## config.mk

```make
export PLATFORM = sky130hd
export DESIGN_NAME = reg_file
export DESIGN_NICKNAME = d
export VERILOG_FILES = /design/src/rtl/reg_file.sv
export SDC_FILE = /design/constraint.sdc
export NUM_CORES = 1
export LEC_CHECK = 0
export BUFFER_PORTS_ARGS = -buffer_cell sky130_fd_sc_hd__buf_4
export CAP_MARGIN = 20
export CELL_PAD_IN_SITES_DETAIL_PLACEMENT = 0
export CELL_PAD_IN_SITES_GLOBAL_PLACEMENT = 1
export CORE_UTILIZATION = 30
export CTS_CLUSTER_DIAMETER = 30
export DETAILED_ROUTE_END_ITERATION = 8
export PLACE_DENSITY = 0.52
export SLEW_MARGIN = 20
export SYNTH_ARGS = -nofsm -noshare
export SYNTH_HDL_FRONTEND = slang
export SYNTH_SLANG_ARGS = --single-unit
```

## constraint.sdc

```tcl
create_clock -name clk -period 20.7 [get_ports clk]
set_clock_uncertainty 0.15 [all_clocks]
set_input_delay 3.105 -clock clk [delete_from_list [all_inputs] [get_ports clk]]
set_output_delay 3.105 -clock clk [all_outputs]
set_load 0.1 [all_outputs]
```

## src/rtl/reg_file.sv

```systemverilog
// reg_file: bank of 2**ADDR_WIDTH registers with a per-entry busy scoreboard.
// Two combinational read ports, one synchronous write port, one reserve port.
// Optional feature macro: REG_FILE_BYPASS_EN forwards same-cycle write data
// and busy state to a read port whose address matches the write address.
module reg_file #(
   parameter int                       BIT_WIDTH   = 32,
   parameter int                       ADDR_WIDTH  = 4,
   parameter logic [BIT_WIDTH-1:0]     RESET_VALUE = '0,
   localparam int                      NUM_REGS    = 2**ADDR_WIDTH
) (
   input  logic                        clk,
   input  logic                        reset,
   input  logic                        en_write,
   input  logic [ADDR_WIDTH-1:0]       write_addr,
   input  logic [BIT_WIDTH-1:0]        data_in,
   input  logic                        en_reserve,
   input  logic [ADDR_WIDTH-1:0]       reserve_addr,
   input  logic [ADDR_WIDTH-1:0]       read_addr_a,
   input  logic [ADDR_WIDTH-1:0]       read_addr_b,
   output logic [BIT_WIDTH-1:0]        data_out_a,
   output logic [BIT_WIDTH-1:0]        data_out_b,
   output logic                        busy_a,
   output logic                        busy_b,
   output logic [NUM_REGS-1:0]         busy_mask
);

   logic [BIT_WIDTH-1:0] mem [NUM_REGS];
   logic [NUM_REGS-1:0]  busy;

   // Data storage: reset loads every entry, a write updates one entry.
   always_ff @(posedge clk or posedge reset) begin
      if (reset) begin
         for (int i = 0; i < NUM_REGS; i++) begin
            mem[i] <= RESET_VALUE;
         end
      end else if (en_write) begin
         mem[write_addr] <= data_in;
      end
   end

   // Scoreboard: write retires the producer, reserve issues a new one.
   // Reserve is assigned last so it wins when both hit the same entry.
   always_ff @(posedge clk or posedge reset) begin
      if (reset) begin
         busy <= '0;
      end else begin
         if (en_write) begin
            busy[write_addr] <= 1'b0;
         end
         if (en_reserve) begin
            busy[reserve_addr] <= 1'b1;
         end
      end
   end

   // Read ports: stored state, optionally overridden by same-cycle forwarding.
   always_comb begin
      data_out_a = mem[read_addr_a];
      data_out_b = mem[read_addr_b];
      busy_a     = busy[read_addr_a];
      busy_b     = busy[read_addr_b];
`ifdef REG_FILE_BYPASS_EN
      if (!reset && en_write && (write_addr == read_addr_a)) begin
         data_out_a = data_in;
         busy_a     = en_reserve && (reserve_addr == write_addr);
      end
      if (!reset && en_write && (write_addr == read_addr_b)) begin
         data_out_b = data_in;
         busy_b     = en_reserve && (reserve_addr == write_addr);
      end
`endif
   end

   // The full mask always shows registered scoreboard state.
   assign busy_mask = busy;

endmodule

```

==> results of run 1 <==
[cell families after synthesis]
group                  Yosys count  share of synthesized area, %
AOI/OAI and AO/OA              152                          4.12
and+or+nand+nor                112                          1.88
buffers and inverters          185                          2.98
muxes                          776                          43.0
DFF                            528                          48.0
[cell type report]
cell class	instances	area (µm²)
clock buffers	203	4150
fillers	8301	55600
multi-input cells	1040	13600
flip-flops and latches	528	13200
well taps	1176	1470
inverters	8	37.5
clock inverters	64	1060
repair buffers	168	1300
[Yosys cell counts (all sizes together) (3+ instances only)]
library cell	count	area [µm²]
o2bb2ai	3	26.3
mux4	264	5950
nor2	8	30.0
o21ai	8	40.0
a32o	3	30.0
nor3b	4	35.0
nor2b	6	37.5
nor3	4	30.0
nand3b	4	30.0
nand3	5	25.0
a22oi	132	991
inv	8	30.0
dfrtp	528	13200
buf	94	479
mux2	512	5870
nand2	73	277
clkbuf	83	312
[critical path: stages]
cell	delay, ps
buf_8	610
buf_4	690
buf_4	750
mux4_2	590
a22oi_1	280
nand2_1	160
buf_4	270
[cells in the final DEF (no fill, tap or decap), drive strengths merged, types with 2 or more instances in the layout]
master	instances
nor3b	4
o2bb2ai	3
nand2b	2
nand3	5
clkinv	37
nand2	73
nor2	8
nor3	4
mux4	264
clkbuf	203
nand3b	4
and2	2
nor2b	6
inv	15
a21o	2
o22ai	2
buf	168
o21ai	8
dfrtp	528
mux2	512
a22oi	132
a32o	3
o32ai	2
bufinv	19
[final timing paths]
path                                           start              endpoint  depth (start not counted)
worst min-delay path            mem[311]$_DFFE_PP0P_  mem[311]$_DFFE_PP0P_                          1
worst max-delay path                  read_addr_b[0]        data_out_b[13]                          7
max in group asynchronous                      reset  mem[335]$_DFFE_PP0P_                          4
worst min register to register  mem[311]$_DFFE_PP0P_  mem[311]$_DFFE_PP0P_                          1
min in group asynchronous                      reset  mem[420]$_DFFE_PP0P_                          2
worst max register to register  mem[500]$_DFFE_PP0P_  mem[500]$_DFFE_PP0P_                          1
[power breakdown]
| group | internal, mW | total [mW] | switching, mW | leakage [nW] |
|---|---|---|---|---|
| Combinational | 0.480 | 1.05 | 0.574 | 5.66 |
| Clock | 1.64 | 2.33 | 0.699 | 2.56 |
| Sequential | 1.28 | 1.45 | 0.171 | 6.47 |
| Total | 3.39 | 4.84 | 1.44 | 14.7 |
[metal layers]
layer / GRT usage [%] / routed length, µm / vias to the layer above
li1: - / - / 7195
met1: 25.9 / 39500 / 9488
met2: 29.7 / 40800 / 452
met3: 4.05 / 4020 / 182
met4: 7.75 / 2610 / 4
met5: 0 / 31 / -
[through the flow]
step | utilization, % | instance area [µm²] | total power [mW]
final | 38.5 | 34800 | 4.84
after global routing | 38.5 | 34800 | 5.04
after CTS | 38.5 | 34800 | 4.89
after detailed placement | 32.7 | 29600 | 2.52
after global placement | 32.7 | 29600 | 2.49
after floorplan | - | 27500 | 2.26
[sequential cells by signal, indices dropped and copies added, names as in the netlist]
register / count
busy_mask: 16
mem: 512
==> run metrics, run 1 <==
status=completed; Die ar.=92900 µm²; DRC violation count after routing=0; Clk Latency, worst-skew pair=700 ps; LEAKAGE=14.7 nW; CP Capture Type=output port; Layout Nets=1942; Worst Path Required=17440 ps; Yosys reg bits=~530; Initial Util=between 30 and 40%; share of cells above drive strength 1=60.1%; die height=305 µm; worst endpoint data arrival time=6570 ps; cells after synthesis=approximately 1800; CTS sink cnt=528; Die W=~300 µm; max-slew violations=0; final hold vios=0; RD Place Congestion=0.738; Syn-to-layout area delta=26.6%; placed cells=2920; asr flop ratio synth=100%; EDFF count, synth=0; Worst Hold Margin=366 ps; f_max=0.102 GHz; row count=110; Overall Global Routing Usage=19.1%; IO buf count=133; pre-CTS WS=between 10000 and 15000 ps; I/O Pins=approximately 130; hold_buf cts=0; MaxCap Viol Count=0; startpoint types=primary input; Setup CP Type=in2out; post-CTS setup buffers=0; first-pass GRT wire length=130 mm; Post-DP HPWL=~45 mm; Routed Antenna Nets=0; Avg Vias per Cell=5.43; Clock Path Buffers=3; worst reg2reg setup slack=between 15000 and 20000 ps; aggregate global routing overflow=0; Core ar.=about 90000 µm²; final period utilization=47.5%; post-synthesis sequential area ratio=48.0%; Tmin final=9820 ps; commonest register cell after synthesis=dfrtp_1; Post-Syn Area=27500 µm²; PD cells=about 140 nW/µm²; syn nets=1805; Worst Setup Slack, final=10880 ps; initial antenna violation count=2; RSZ-0062 raised after global routing=false; library cells used by synthesis=32; drt pass-1 iters=4; vias in the first global route=19100; Final Setup Violations=0; post_cts resized=0; Via Count=17300; # diodes=0; largest net degree at the start of global routing=136; Synth warnings=0; Hold Crit Class=reg2reg; TNS Setup=0 ps; Peak supply drop=0.0706 mV; H-tree Lvls=4; CTS buffer count=144; Avg WL per Cell=27.3 µm; max_slew headroom=27.0%; Routed WL=86.9 mm; Avg Synthesized Cell Area=15.7 µm²; CTS root buf=clkbuf_16; crit-path max FO=65; Iteration-0 DRC Markers=1081; Layout Cells excl Fill=3187; CTS tree=done; clk slew on worst S/H paths=approximately 40 ps; Tightest Pin Transition=1090 ps
(Power assumes the default switching activity.)
==> run 2: changes to the inputs <==
--- a/config.mk
+++ b/config.mk
@@ -5,6 +5,7 @@
 export SDC_FILE = /design/constraint.sdc
 export NUM_CORES = 1
 export LEC_CHECK = 0
+export ABC_AREA = 1
 export BUFFER_PORTS_ARGS = -buffer_cell sky130_fd_sc_hd__buf_4
 export CAP_MARGIN = 20
 export CELL_PAD_IN_SITES_DETAIL_PLACEMENT = 0
@@ -12,7 +13,7 @@
 export CORE_UTILIZATION = 30
 export CTS_CLUSTER_DIAMETER = 30
 export DETAILED_ROUTE_END_ITERATION = 8
-export PLACE_DENSITY = 0.52
+export PLACE_DENSITY = 0.61
 export SLEW_MARGIN = 20
 export SYNTH_ARGS = -nofsm -noshare
 export SYNTH_HDL_FRONTEND = slang
==> constraint.sdc (replaced) <==
create_clock -name clk -period 9 [get_ports clk]
set_clock_uncertainty 0.15 [all_clocks]
set_input_delay 1.35 -clock clk [delete_from_list [all_inputs] [get_ports clk]]
set_output_delay 1.35 -clock clk [all_outputs]
set_load 0.1 [all_outputs]
==> run metrics, run 2 <==
Post-Synth Simple-Gate Area=35.6% (+34 points); f_max=0.169 GHz; XOR/XNOR Fraction of Synth Area=0% (unchanged); Post-Syn Area=30800 µm² (+12%); row count=117 (+6.4%); Setup CP Type=in2out; Via Count=30000 (+73%); drt pass-1 iters=6 (+2); post-synthesis sequential area ratio=42.9% (-5.2 points); Yosys reg bits=528 (unchanged); Avg WL per Cell=20.8 µm (-24%); Layout Cells excl Fill=6063 (+90%); DRC violation count after routing=0 (unchanged); Initial Util=30.3% (-0.12 points); initial antenna violation count=7 (+5); top cell types by occurrence after synthesis=nand2_1 (1656), nand3_1 (937), inv_1 (574); Hold Crit Class=reg2reg; TNS Setup=0 ps (unchanged); LEAKAGE=19.1 nW (+30%); Layout Nets=4625 (+140%); Die ar.=104000 µm² (+12%); Clock Path Buffers=3 (unchanged); PD cells=291 nW/µm² (+110%); Overall Global Routing Usage=24.4% (+5.3 points); RSZ-0062 raised after global routing=false; final period utilization=between 60% and 70%; Routed Antenna Nets=0 (unchanged); placed cells=5787 (+98%); register name with the most flops=mem; most frequent cells in the layout=nand2_1 (1652), nand3_1 (930), inv_1 (567); H-tree Lvls=4 (unchanged); die height=323 µm (+5.8%); commonest register cell after synthesis=dfrtp_1; syn nets=4654 (+160%); post_cts resized=0 (unchanged); first-pass GRT wire length=189 mm (+45%); Synth top area share=42.9% (-5.2 points); final hold vios=0 (unchanged); Tightest Pin Transition=1130 ps (+35.6 ps); CP Capture Type=output port; hold_buf cts=0 (unchanged); # diodes=0 (unchanged); worst endpoint data arrival time=4410 ps (-2160 ps); Tmin final=5910 ps; Avg Synthesized Cell Area=6.70 µm² (-57%); I/O Pins=134 (unchanged); crit-path max FO=146 (+120%); most common cell after layout, fill and taps aside=nand2_1; Routed WL=126 mm (+45%); startpoint types=primary input; status=completed; Core ar.=102000 µm² (+13%); vias in the first global route=29000 (+52%); Synth area leaders=dfrtp_1 (43%), nand2_1 (20%), nand3_1 (15%); highest-delay cell along the critical path=inv_8; Post-DP HPWL=68.0 mm (+53%); share of cells above drive strength 1=9.84% (-50 points); asr flop ratio synth=100% (unchanged); DP Area=32300 µm² (+9.3%); Final Cell Area=37600 µm² (+8.0%); aggregate global routing overflow=0 (unchanged); Worst Path Required=7500 ps (-9940 ps); largest net degree at the start of global routing=169 (+24%); post-CTS setup buffers=0 (unchanged); complex-gate fraction of the synthesized area=8.63% (+4.5 points); Synth Area in Adders=0% (unchanged); CTS buffer count=152 (+5.6%); cells after synthesis=4602 (+160%); Avg Vias per Cell=4.94 (-9.1%); EDFF count, synth=0 (unchanged); area leader, netlist=dfrtp_1; count leader, synth=nand2_1; Die W=323 µm (+5.8%); CTS root buf=clkbuf_16; max incr delay on CP=880 ps (+130 ps); Peak supply drop=0.175 mV (+150%); clk slew on worst S/H paths=40 ps (about the same); CTS tree=done; CTS sink cnt=528 (unchanged); max_slew headroom=24.7% (-2.4 points); IO buf count=133 (unchanged); Final Setup Violations=0 (unchanged); Synth warnings=0 (unchanged); CP dominant cell by count=nand3_1; library cells used by synthesis=18 (-44%); worst-path cell chain=buf_8 > inv_8 > buf_4 > nand2_1 > nand3_1 > nand3_1 > nand3_1 > nand2_1 > buf_4; Clk Latency, worst-skew pair=720 ps (+20 ps); max-slew violations=0 (unchanged); largest family of logic cells by synthesized area=simple AND/OR/NAND/NOR gates; Syn-to-layout area delta=22.0%; Iteration-0 DRC Markers=2522 (+130%); MaxCap Viol Count=0 (unchanged); Largest register FFs=512 (unchanged); fraction of synthesized area in multiplexers=0% (-43 points); RD Place Congestion=0.782 (+6.0%)
-- run 2: cell types whose count changed after synthesis, sizes merged, moves of 264 or more --
| cell | previous run | this run |
|---|---|---|
| nand3 | 5 | 937 |
| nand2 | 73 | 1657 |
| o21ai | 8 | 519 |
| inv | 8 | 582 |
| mux4 | 264 | 0 |
| mux2 | 512 | 0 |
-- run 2: final cells by class --
type	instances	area (µm²)
Clock buffer	208	4370
Clock inverter	68	886
Fill cell	10900	64100
Inverter	582	2220
Multi-Input combinational cell	3131	13800
Sequential cell	528	13200
Tap cell	1368	1710
Timing Repair Buffer	178	1440
-- run 2: cells by family (layout without fill, tap and decap cells) --
| family | after synthesis | after routing |
|---|---|---|
| AND/OR/NAND/NOR | 2603 | 2603 |
| buffers and inverters | 943 | 1036 |
| flip-flops | 528 | 528 |
| AO/OA/AOI/OAI | 528 | 528 |
-- run 2: path summary, 6_finish.rpt --
path,cells after the start,start,slack (ps),endpoint
worst max register to register,2,busy_mask[6]$_DFF_PP0_,7950,busy_mask[6]$_DFF_PP0_
worst max-delay path,9,read_addr_b[0],3090,data_out_b[2]
worst min-delay path,2,mem[183]$_DFFE_PP0P_,330,mem[183]$_DFFE_PP0P_
max in group asynchronous,4,reset,6340,mem[232]$_DFFE_PP0P_
worst min register to register,2,mem[183]$_DFFE_PP0P_,330,mem[183]$_DFFE_PP0P_
min in group asynchronous,2,reset,570,mem[147]$_DFFE_PP0P_
-- run 2: per-layer routing --
layer	vias up	routed length, µm	track usage, %
met3	212	8330	4.50
met5	-	37	0
li1	14500	-	-
met2	1003	55700	37.6
met4	6	3340	8.19
met1	14200	58800	34.0
-- run 2: per-stage QoR --
| step | utilization (%) | hold slack, ps | worst slack, ps | power, mW |
|---|---|---|---|---|
| after global routing | 37.0 | 349 | 2950 | 11.5 |
| after CTS | 37.0 | 333 | 3160 | 11.0 |
| final | 37.0 | 328 | 3090 | 10.9 |
| after global placement | 31.7 | 316 | 3160 | 5.46 |
| after floorplan | - | 303 | 324 | 4.89 |
| after detailed placement | 31.8 | 323 | 3170 | 5.48 |
-- run 2: report_power, final --
part / switching, mW / internal, mW
clock network: 1.61 / 3.87
logic: 1.67 / 0.654
registers: 0.232 / 2.89
total: 3.52 / 7.41
-- run 2: critical path: cells and delay by family --
kind	cells	cell delay, ps
simple gates	5	640
buf+inv	4	2300
==> run 3: changes to the inputs <==
==> constraint.sdc (replaced) <==
create_clock -name clk -period 5.2 [get_ports clk]
set_clock_uncertainty 0.15 [all_clocks]
set_input_delay 0.78 -clock clk [delete_from_list [all_inputs] [get_ports clk]]
set_output_delay 0.78 -clock clk [all_outputs]
set_load 0.1 [all_outputs]
==> run metrics, run 3 (synthesis results as in run 2) <==
PD cells=502 nW/µm² (+73%); post_cts resized=0 (unchanged); Largest register FFs=512 (unchanged); Switching Power=6.27 mW (+78%); Tmin final=4070 ps; clock share of power=50.4% (+0.3 points); Avg WL per Cell=20.7 µm (-0.63%); Clk Latency, worst-skew pair=730 ps (about the same); Die W=323 µm (unchanged); Worst Hold Margin=89.4 ps (-238 ps); register name with the most flops=mem; Initial Util=30.3% (unchanged); H-tree Lvls=4 (unchanged); met2 WL post-DR=54.7 mm (-1.6%); Logic pwr share=21.3% (about the same); max-slew violations=0 (unchanged); post-CTS setup buffers=0 (unchanged); LEAKAGE=19.3 nW (+1.4%); clk slew on worst S/H paths=40 ps (about the same); CP Capture Type=output port; Setup CP Type=in2out; drt pass-1 iters=6 (unchanged); aggregate global routing overflow=0 (unchanged); DP Area=32600 µm² (+0.91%); Routed Antenna Nets=0 (unchanged); Worst Setup Slack, final=1130 ps (-1960 ps); Peak supply drop=0.227 mV (+30%); RSZ-0062 raised after global routing=false; share of cells above drive strength 1=10.7% (+0.84 points); Post-DP HPWL=72.4 mm (+6.3%); Final Power=19.1 mW (+75%); pre-CTS WS=1190 ps (-1980 ps); DRC violation count after routing=0 (unchanged); Syn-to-layout area delta=23.5%; f_max=0.246 GHz; CTS sink cnt=528 (unchanged); Iteration-0 DRC Markers=2875 (+14%); largest net degree at the start of global routing=123 (-27%); max incr delay on CP=630 ps (-250 ps); crit-path max FO=107 (-27%); CTS tree=done; switching portion of total power=32.8% (+0.63 points); MaxCap Viol Count=0 (unchanged); row count=117 (unchanged); TNS Setup=0 ps (unchanged); P_int=12.8 mW (+73%); CTS buffer count=156 (+2.6%); highest-delay cell along the critical path=inv_8; Seq pwr share=28.3% (-0.3 points); Via Count=30200 (+0.78%); Overall Global Routing Usage=24.7% (+0.32 points); first-pass GRT wire length=193 mm (+1.9%); Layout Nets=4661 (+0.78%); Avg Vias per Cell=4.95 (about the same); vias in the first global route=29400 (+1.2%); most frequent cells in the layout=nand2_1 (1652), nand3_1 (930), inv_1 (567); wire length on met3=8.90 mm (+6.9%); hold_buf cts=0 (unchanged); Core ar.=102000 µm² (unchanged); Final Setup Violations=0 (unchanged); worst-path cell chain=buf_8 > inv_8 > buf_4 > nand2_1 > nand3_1 > nand3_1 > nand3_1 > nand2_1 > buf_4; highest metal used=met5; Hold Crit Class=in2async; worst endpoint data arrival time=3140 ps (-1270 ps); CP dominant cell by count=nand3_1; IO buf count=133 (unchanged); max_slew headroom=28.2% (+3.6 points); startpoint types=primary input; final period utilization=78.3%; Final Cell Area=38100 µm² (+1.2%); Die ar.=104000 µm² (unchanged); Tightest Pin Transition=1080 ps (-53.4 ps); CTS root buf=clkbuf_16; status=completed; Worst Path Required=4270 ps (-3230 ps); initial antenna violation count=8 (+1); die height=323 µm (unchanged); M1 WL=59.6 mm (+1.5%); Clock Path Buffers=3 (unchanged); I/O Pins=134 (unchanged); final hold vios=0 (unchanged); most common cell after layout, fill and taps aside=nand2_1; Routed WL=126 mm (about the same); RD Place Congestion=0.800 (+2.3%)
## run 3: changes by cell type in the layout (fill, tap and decap cells not counted), moves of 2 or more
cell	change
clkinv_4	+2
buf_4	+27
clkinv_2	-3
inv_16	+6
clkbuf_1	-2
clkbuf_8	+15
buf_12	+6
clkbuf_16	-2
bufinv_16	-5
clkinv_16	+2
clkinvlp_4	-3
## run 3: worst max-delay path: cells and delay by family
family                 cells  cell delay [ps]
buffers and inverters      4             1630
and+or+nand+nor            5              580
## run 3: path summary, 6_finish.rpt
check / startpoint / end / slack (ps) / depth (start not counted)
setup / recovery: read_addr_a[0] / data_out_a[13] / 1130 / 9
max in group asynchronous: reset / mem[90]$_DFFE_PP0P_ / 3530 / 3
min in group clk: reserve_addr[0] / busy_mask[12]$_DFF_PP0_ / 130 / 2
hold reg to reg: mem[503]$_DFFE_PP0P_ / mem[503]$_DFFE_PP0P_ / 330 / 2
hold / removal: reset / mem[377]$_DFFE_PP0P_ / 90 / 2
setup reg to reg: busy_mask[6]$_DFF_PP0_ / busy_mask[6]$_DFF_PP0_ / 4100 / 2
## run 3: layer usage
metal / global-route usage, % / vias up
met1: 35.3 / 14400
met3: 4.56 / 187
met4: 7.87 / 4
li1: - / 14600
met5: 0 / -
met2: 37.3 / 1041
## run 3: power groups by stage
stage	combinational, mW	clock [mW]	sequential [mW]
6_report	4.07	9.63	5.42
5_1_grt	4.58	10.1	5.53
4_1_cts	4.08	9.79	5.41
3_5_place_dp	4.06	0	5.46
3_3_place_gp	4.05	0	5.44
2_1_floorplan	2.89	0	5.57
## run 3: final cells by class
type	instances	area, µm²
Clock inverter	67	903
Inverter	582	2220
Tap cell	1368	1710
Multi-Input combinational cell	3131	13800
Timing Repair Buffer	210	1740
Sequential cell	528	13200
Fill cell	10800	63700
Clock buffer	219	4520
Antenna cell	1	2.50
## run 3: metrics by stage
step           util (%)  std cells
4_1_cts            37.4       6105
6_report           37.4       6106
5_1_grt            37.4       6105
3_5_place_dp       32.1       5819
2_1_floorplan         -       4602
3_3_place_gp       32.1       5819
